## config.mk

```make
export PLATFORM = sky130hd
export DESIGN_NAME = shifter_ctrl
export DESIGN_NICKNAME = d
export VERILOG_FILES = /design/src/rtl/shifter_ctrl_pkg.sv /design/src/rtl/shift_step_counter.sv /design/src/rtl/shifter_ctrl.sv
export SDC_FILE = /design/constraint.sdc
export NUM_CORES = 1
export LEC_CHECK = 0
export ABC_AREA = 0
export BUFFER_PORTS_ARGS = -buffer_cell sky130_fd_sc_hd__buf_2
export CAP_MARGIN = 20
export CORE_UTILIZATION = 47
export DETAILED_ROUTE_END_ITERATION = 8
export GPL_ROUTABILITY_DRIVEN = 0
export PLACE_DENSITY = 0.79
export SYNTH_ARGS = -nofsm -noshare
export SYNTH_HDL_FRONTEND = slang
export SYNTH_SLANG_ARGS = --single-unit
export TNS_END_PERCENT = 10
```

## constraint.sdc

```tcl
create_clock -name clock -period 3.2 [get_ports clock]
set_clock_uncertainty 0.05 [all_clocks]
set_input_delay 0.16 -clock clock [delete_from_list [all_inputs] [get_ports clock]]
set_output_delay 0.16 -clock clock [all_outputs]
set_load 0.01 [all_outputs]
```

## src/rtl/shifter_ctrl_pkg.sv

```systemverilog
// Shared types and default sizes for the shifter sequencing controller.
package shifter_ctrl_pkg;

    localparam int unsigned WIDTH_DEF = 8;
    localparam int unsigned AMT_W_DEF = 4;

    typedef enum logic [1:0] {
        IDLE  = 2'd0,
        LOAD  = 2'd1,
        SHIFT = 2'd2,
        DONE  = 2'd3
    } state_e;

endpackage

```

## src/rtl/shift_step_counter.sv

```systemverilog
// Loadable down-counter; last_c flags the final shift step (count == 1).
module shift_step_counter #(
    parameter int unsigned CNT_W = 4
) (
    input  logic             clock,
    input  logic             reset,
    input  logic             load_i,
    input  logic [CNT_W-1:0] load_val_i,
    input  logic             dec_i,
    output logic [CNT_W-1:0] cnt_o,
    output logic             last_c
);

    logic [CNT_W-1:0] cnt_q;
    logic [CNT_W-1:0] cnt_d;

    always_comb begin
        cnt_d = cnt_q;
        if (load_i) begin
            cnt_d = load_val_i;
        end else if (dec_i && (cnt_q != '0)) begin
            cnt_d = cnt_q - CNT_W'(1);
        end
    end

    always_ff @(posedge clock or posedge reset) begin
        if (reset) begin
            cnt_q <= '0;
        end else begin
            cnt_q <= cnt_d;
        end
    end

    assign cnt_o  = cnt_q;
    assign last_c = (cnt_q == CNT_W'(1));

endmodule

```

## src/rtl/shifter_ctrl.sv

```systemverilog
// Sequences one load + N shift steps on shifterMain per command and returns
// the shifter output over a valid/ready response channel.
module shifter_ctrl
    import shifter_ctrl_pkg::*;
#(
    parameter int unsigned WIDTH = WIDTH_DEF,
    parameter int unsigned AMT_W = AMT_W_DEF
) (
    input  logic             clock,
    input  logic             reset,
    input  logic             req_valid,
    output logic             req_ready,
    input  logic [WIDTH-1:0] req_data,
    input  logic [AMT_W-1:0] req_amt,
    input  logic             req_asr,
    output logic             rsp_valid,
    input  logic             rsp_ready,
    output logic [WIDTH-1:0] rsp_data,
    output logic [WIDTH-1:0] sh_load_val,
    output logic             sh_load_n,
    output logic             sh_shift,
    output logic             sh_asr,
    output logic             sh_reset_n,
    input  logic [WIDTH-1:0] sh_out
);

    localparam logic [AMT_W-1:0] AMT_MAX = AMT_W'(WIDTH);

    state_e           state_q, state_d;
    logic [WIDTH-1:0] data_q, data_d;
    logic             asr_q, asr_d;
    logic             req_ready_q, req_ready_d;
    logic             rsp_valid_q, rsp_valid_d;
    logic             load_n_q, load_n_d;
    logic             shift_q, shift_d;
    logic             sh_reset_n_q;

    logic [AMT_W-1:0] amt_eff;
    logic [AMT_W-1:0] cnt;
    logic             cnt_last;
    logic             cnt_load;
    logic             cnt_dec;

    // Amounts beyond the datapath width saturate: the result is all fill bits.
    always_comb begin
        amt_eff = (req_amt > AMT_MAX) ? AMT_MAX : req_amt;
    end

    shift_step_counter #(
        .CNT_W (AMT_W)
    ) u_step_cnt (
        .clock      (clock),
        .reset      (reset),
        .load_i     (cnt_load),
        .load_val_i (amt_eff),
        .dec_i      (cnt_dec),
        .cnt_o      (cnt),
        .last_c     (cnt_last)
    );

    always_comb begin
        state_d  = state_q;
        data_d   = data_q;
        asr_d    = asr_q;
        cnt_load = 1'b0;
        cnt_dec  = 1'b0;
        unique case (state_q)
            IDLE: begin
                if (req_valid && req_ready_q) begin
                    data_d   = req_data;
                    asr_d    = req_asr;
                    cnt_load = 1'b1;
                    state_d  = LOAD;
                end
            end
            LOAD: begin
                state_d = (cnt == '0) ? DONE : SHIFT;
            end
            SHIFT: begin
                cnt_dec = 1'b1;
                if (cnt_last) begin
                    state_d = DONE;
                end
            end
            DONE: begin
                if (rsp_ready) begin
                    state_d = IDLE;
                end
            end
            default: state_d = IDLE;
        endcase

        // Outputs are registered from the next state so they align with state_q.
        req_ready_d = (state_d == IDLE);
        rsp_valid_d = (state_d == DONE);
        load_n_d    = (state_d != LOAD);
        shift_d     = (state_d == SHIFT);
    end

    always_ff @(posedge clock or posedge reset) begin
        if (reset) begin
            state_q      <= IDLE;
            data_q       <= '0;
            asr_q        <= 1'b0;
            req_ready_q  <= 1'b1;
            rsp_valid_q  <= 1'b0;
            load_n_q     <= 1'b1;
            shift_q      <= 1'b0;
            sh_reset_n_q <= 1'b0;
        end else begin
            state_q      <= state_d;
            data_q       <= data_d;
            asr_q        <= asr_d;
            req_ready_q  <= req_ready_d;
            rsp_valid_q  <= rsp_valid_d;
            load_n_q     <= load_n_d;
            shift_q      <= shift_d;
            sh_reset_n_q <= 1'b1;
        end
    end

    assign req_ready   = req_ready_q;
    assign rsp_valid   = rsp_valid_q;
    assign rsp_data    = sh_out;
    assign sh_load_val = data_q;
    assign sh_load_n   = load_n_q;
    assign sh_shift    = shift_q;
    assign sh_asr      = asr_q;
    assign sh_reset_n  = sh_reset_n_q;

endmodule

```

==> results by stage <==
Route:
- In the routed layout, each cell is associated on average with a via count of 4.83.
- The remaining antenna violation count after routing is 0.
- Wires add up to 1860 µm.
- After detailed routing, the average wire length per cell comes to 11.7 µm.
- The DRC violation total after the first TritonRoute iteration is 6.
- The total via count in the routed design is 768.
- The pre-antenna-repair detailed-routing pass consisted of 3 iterations.
- In the routed design, unresolved DRC markers number 0.

Timing:
- The routed design could run at a clock period as short as 1.85 ns.
- Setup slack closes at approximately 1.3 ns.
- For this run, the top clock speed supported by timing is 539 MHz.
- Setup repair after global routing left no endpoint under its margin.
- After routing, the total negative slack on setup checks comes to 0 ns.
- For the pin with the worst max-slew slack, the measured transition is a little over 0.7 ns.
- Setup violations remaining at the end of the flow were counted as 0.
- In this run the tightest slew margin relative to its limit is 51.8%.
- The part of the cycle the worst path needs is 57.9%.
- The count of final hold-check violations is 0.
- The max-slew violation total from the final report is 0.

Logic synthesis:
- Synthesis inferred 20 register bits.
- Summing the areas of all fa, ha and maj instances in the mapped netlist gives 3.98% of the synthesized area.
- The number of instances in the synthesized netlist is around 100.
- The mux contribution to synthesized area is ~1.1%.
- The fraction of synthesized cell area taken by the top area cell type is 47.7%.
- The largest family of logic cells by synthesized area is simple AND/OR/NAND/NOR gates.
- By count the netlist is led by sky130_fd_sc_hd__nand2_1 (33), sky130_fd_sc_hd__dfrtp_1 (18), sky130_fd_sc_hd__buf_4 (8).
- For this run, the number of Yosys warnings is 0.
- After synthesis, the mean cell area works out to 9.16 µm².
- The synthesized netlist devotes 3.85% of its cell area to compound gates.
- After Yosys synthesis, and, or, nand and nor cells account for a little over a quarter of the synthesized area.
- The most used flip-flop cell after synthesis is sky130_fd_sc_hd__dfrtp_1.
- After synthesis, the cell types taking the most area are sky130_fd_sc_hd__dfrtp_1 (48%), sky130_fd_sc_hd__nand2_1 (13%), sky130_fd_sc_hd__buf_4 (6.4%).
- Counting flops with an async set or reset pin after synthesis yields a share of 100%.
- Summing the areas of all xor and xnor instances in the mapped netlist gives less than 1% of the synthesized area.
- In the post-synthesis netlist, the cell with the most instances is sky130_fd_sc_hd__nand2_1.
- Of all cell types, the one taking the most synthesized area is sky130_fd_sc_hd__dfrtp_1.
- The number of flops mapped to enable cells by yosys is 0.
- Summing the sequential cell areas from Yosys gives between 50% and 60% of the chip area.
- The number of different library cells used by synthesis comes to 24.
- The net count after synthesis is 131.
- After synthesis the cells add up to 943 µm².

Critical path:
- The kind of start point of the critical path is a flip-flop.
- The signal on the critical path passes through nor2_1, and3_1, inv_1, nand3_1, nand3_1.
- The category of the worst setup path capture point is a flip-flop.
- For the worst setup path, the data arrival time is 1.98 ns.
- For the worst setup path, the data required time is roughly 3.3 ns.
- The slowest library cell on the worst path is sky130_fd_sc_hd__and3_1.
- The maximum fanout count along the critical path is 18.
- The longest individual stage delay on the worst path is 0.54 ns.
- Among the stages of the critical path, the cell type that occurs most often is sky130_fd_sc_hd__nand3_1.
- The critical path in this run is classified as flip-flop to flip-flop.

Job:
- The max-capacitance violation count is 0.

Clocking:
- The deepest level of the CTS H-tree is 1.
- The clock tree buffer depth is 2.
- TritonCTS built the clock tree.
- The clock reaches the later pin of the worst-skew pair after around 0.3 ns.
- The CTS clock-pin slew for the worst setup and hold paths is between 0.1 and 0.15 ns.
- The root cell of the clock tree is sky130_fd_sc_hd__clkbuf_4.
- The number of clock buffers inserted by TritonCTS is 3.
- The number of clock sinks is 20.
- In this run the post-CTS setup repair buffer count came out at 0.

Floorplanning:
- The die covers 2190 µm².
- The overall die height is 46.8 µm.
- In this run the count of I/O pins placed on the die edge is 47.
- Row generation in the floorplan step produced 15 rows.
- For this configuration, the core starts out at a cell density of 52.4%.
- The area of the core is ~1800 µm².
- The floorplan step set the die width to 46.8 µm.

Pwr:
- The leakage power is 0.629 nW.
- For this design the ratio of total power to cell area is ~840 nW/µm².
- The worst-case IR drop observed on VDD is approximately 0.00043 V.

Finish:
- The finished layout holds 159 standard cells, fillers aside.
- The area growth from synthesis to layout is 22.5%.
- Cells with a size suffix above 1 make up a little over a quarter of the layout.
- The number of antenna diodes in the final layout is 0.
- With fillers left out, the area of the finished cells amounts to 1160 µm².
- The post-route core utilization is 64.2%.
- The number of nets in the layout is 163.

Placement:
- The count of buffers added on input and output ports is 30.
- Once placement completed, the tool counted placed cells totaling 147.
- Detailed placement finished with a half-perimeter wire length of 1260 µm.
- The post-place setup slack is 1.36 ns.
- The total placed instance area is between 1000 and 1500 µm².

GRT:
- Global routing used 21.8% of the available tracks.
- The pin count of the biggest net entering global routing is 21.
- The first global-routing pass estimated roughly 3300 µm of wire.
- For this run the aggregate overflow at the end of global routing stands at 0.
- The initial antenna violation count is 0.
- The number of global-route vias before repair is 784.

Worst hold path:
- The path class of the tightest hold or removal check is input pin to flip-flop.

Status:
- The run finished with clean final reports.
logic make-up after synthesis:
| group | Yosys count |
|---|---|
| buf+inv | 16 |
| simple gates | 54 |
| other cells | 1 |
| compound gates | 7 |
| flops | 20 |
| mux | 1 |
| fa+ha+maj | 3 |
| xor+xnor | 1 |
layout by cell type, fill, tap and decap left out, types with 5 or more instances in the layout:
cell type | synthesis | layout
sky130_fd_sc_hd__buf_2 | 3 | 30
sky130_fd_sc_hd__nor2_1 | 5 | 5
sky130_fd_sc_hd__inv_1 | 5 | 5
sky130_fd_sc_hd__nand2_1 | 33 | 33
sky130_fd_sc_hd__dlygate4sd3_1 | 0 | 8
sky130_fd_sc_hd__o21ai_0 | 5 | 5
sky130_fd_sc_hd__dfrtp_1 | 18 | 18
critical path, delay by kind of cell, from the launching register on:
kind | cells | cell delay, ns
AND/OR/NAND/NOR | 4 | 0.92
buffers and inverters | 1 | 0.34
flip-flops | 1 | 0.43
worst paths after layout:
kind	startpoint	to	slack (ns)	cells past startpoint
hold reg to reg	sh_load_val[1]	sh_load_val[1]	0.44	2
hold / removal	req_data[7]	sh_load_val[7]	0.005	3
setup reg to reg	state_q[0]	u_step_cnt.cnt_o[3]	1.35	5
max in group asynchronous	reset	sh_shift	2.15	3
min in group asynchronous	reset	sh_load_val[5]	0.49	3
setup / recovery	state_q[0]	u_step_cnt.cnt_o[3]	1.35	5
power breakdown:
part / internal [mW] / leakage, nW / switching, mW
clock network: 0.0485 / 0.0150 / 0.0703
registers: 0.374 / 0.242 / 0.0784
logic: 0.182 / 0.372 / 0.221
total: 0.604 / 0.629 / 0.369
area by class of cell:
| cell class | count | area [µm²] |
|---|---|---|
| clock buffers | 4 | 26.3 |
| fillers | 150 | 646 |
| inverters | 5 | 18.8 |
| multi-input cells | 67 | 347 |
| flip-flops and latches | 20 | 503 |
| well taps | 25 | 31.3 |
| repair buffers | 38 | 230 |
per-stage QoR:
stage          hold slack [ns]  power (mW)
6_report               0.00460       0.974
5_1_grt                 0.0217        1.07
4_1_cts                0.00143       0.979
3_5_place_dp             0.270       0.852
3_3_place_gp             0.258       0.836
2_1_floorplan           0.0723       0.724
routing by layer:
metal / up-vias / track usage, % / part of all wire (%)
met5: - / 0 / 0
met4: 0 / 8.00 / 1.3
met3: 6 / 5.38 / 6.1
met2: 27 / 36.7 / 50
met1: 355 / 27.4 / 43
li1: 380 / - / -
state kept, by name, indices dropped and copies added, names as in the netlist:
name / cells
sh_shift: 1
sh_load_n: 1
sh_reset_n: 1
u_step_cnt.cnt_o: 4
sh_asr: 1
req_ready: 1
sh_load_val: 8
state_q: 2
rsp_valid: 1
repair_timing:
item	4_1_cts	5_1_grt
hold buffers	8	0
hold endpoints to repair	25	0
gates resized for setup	0	0
No activity file was read; power rests on OpenSTA's default activity.
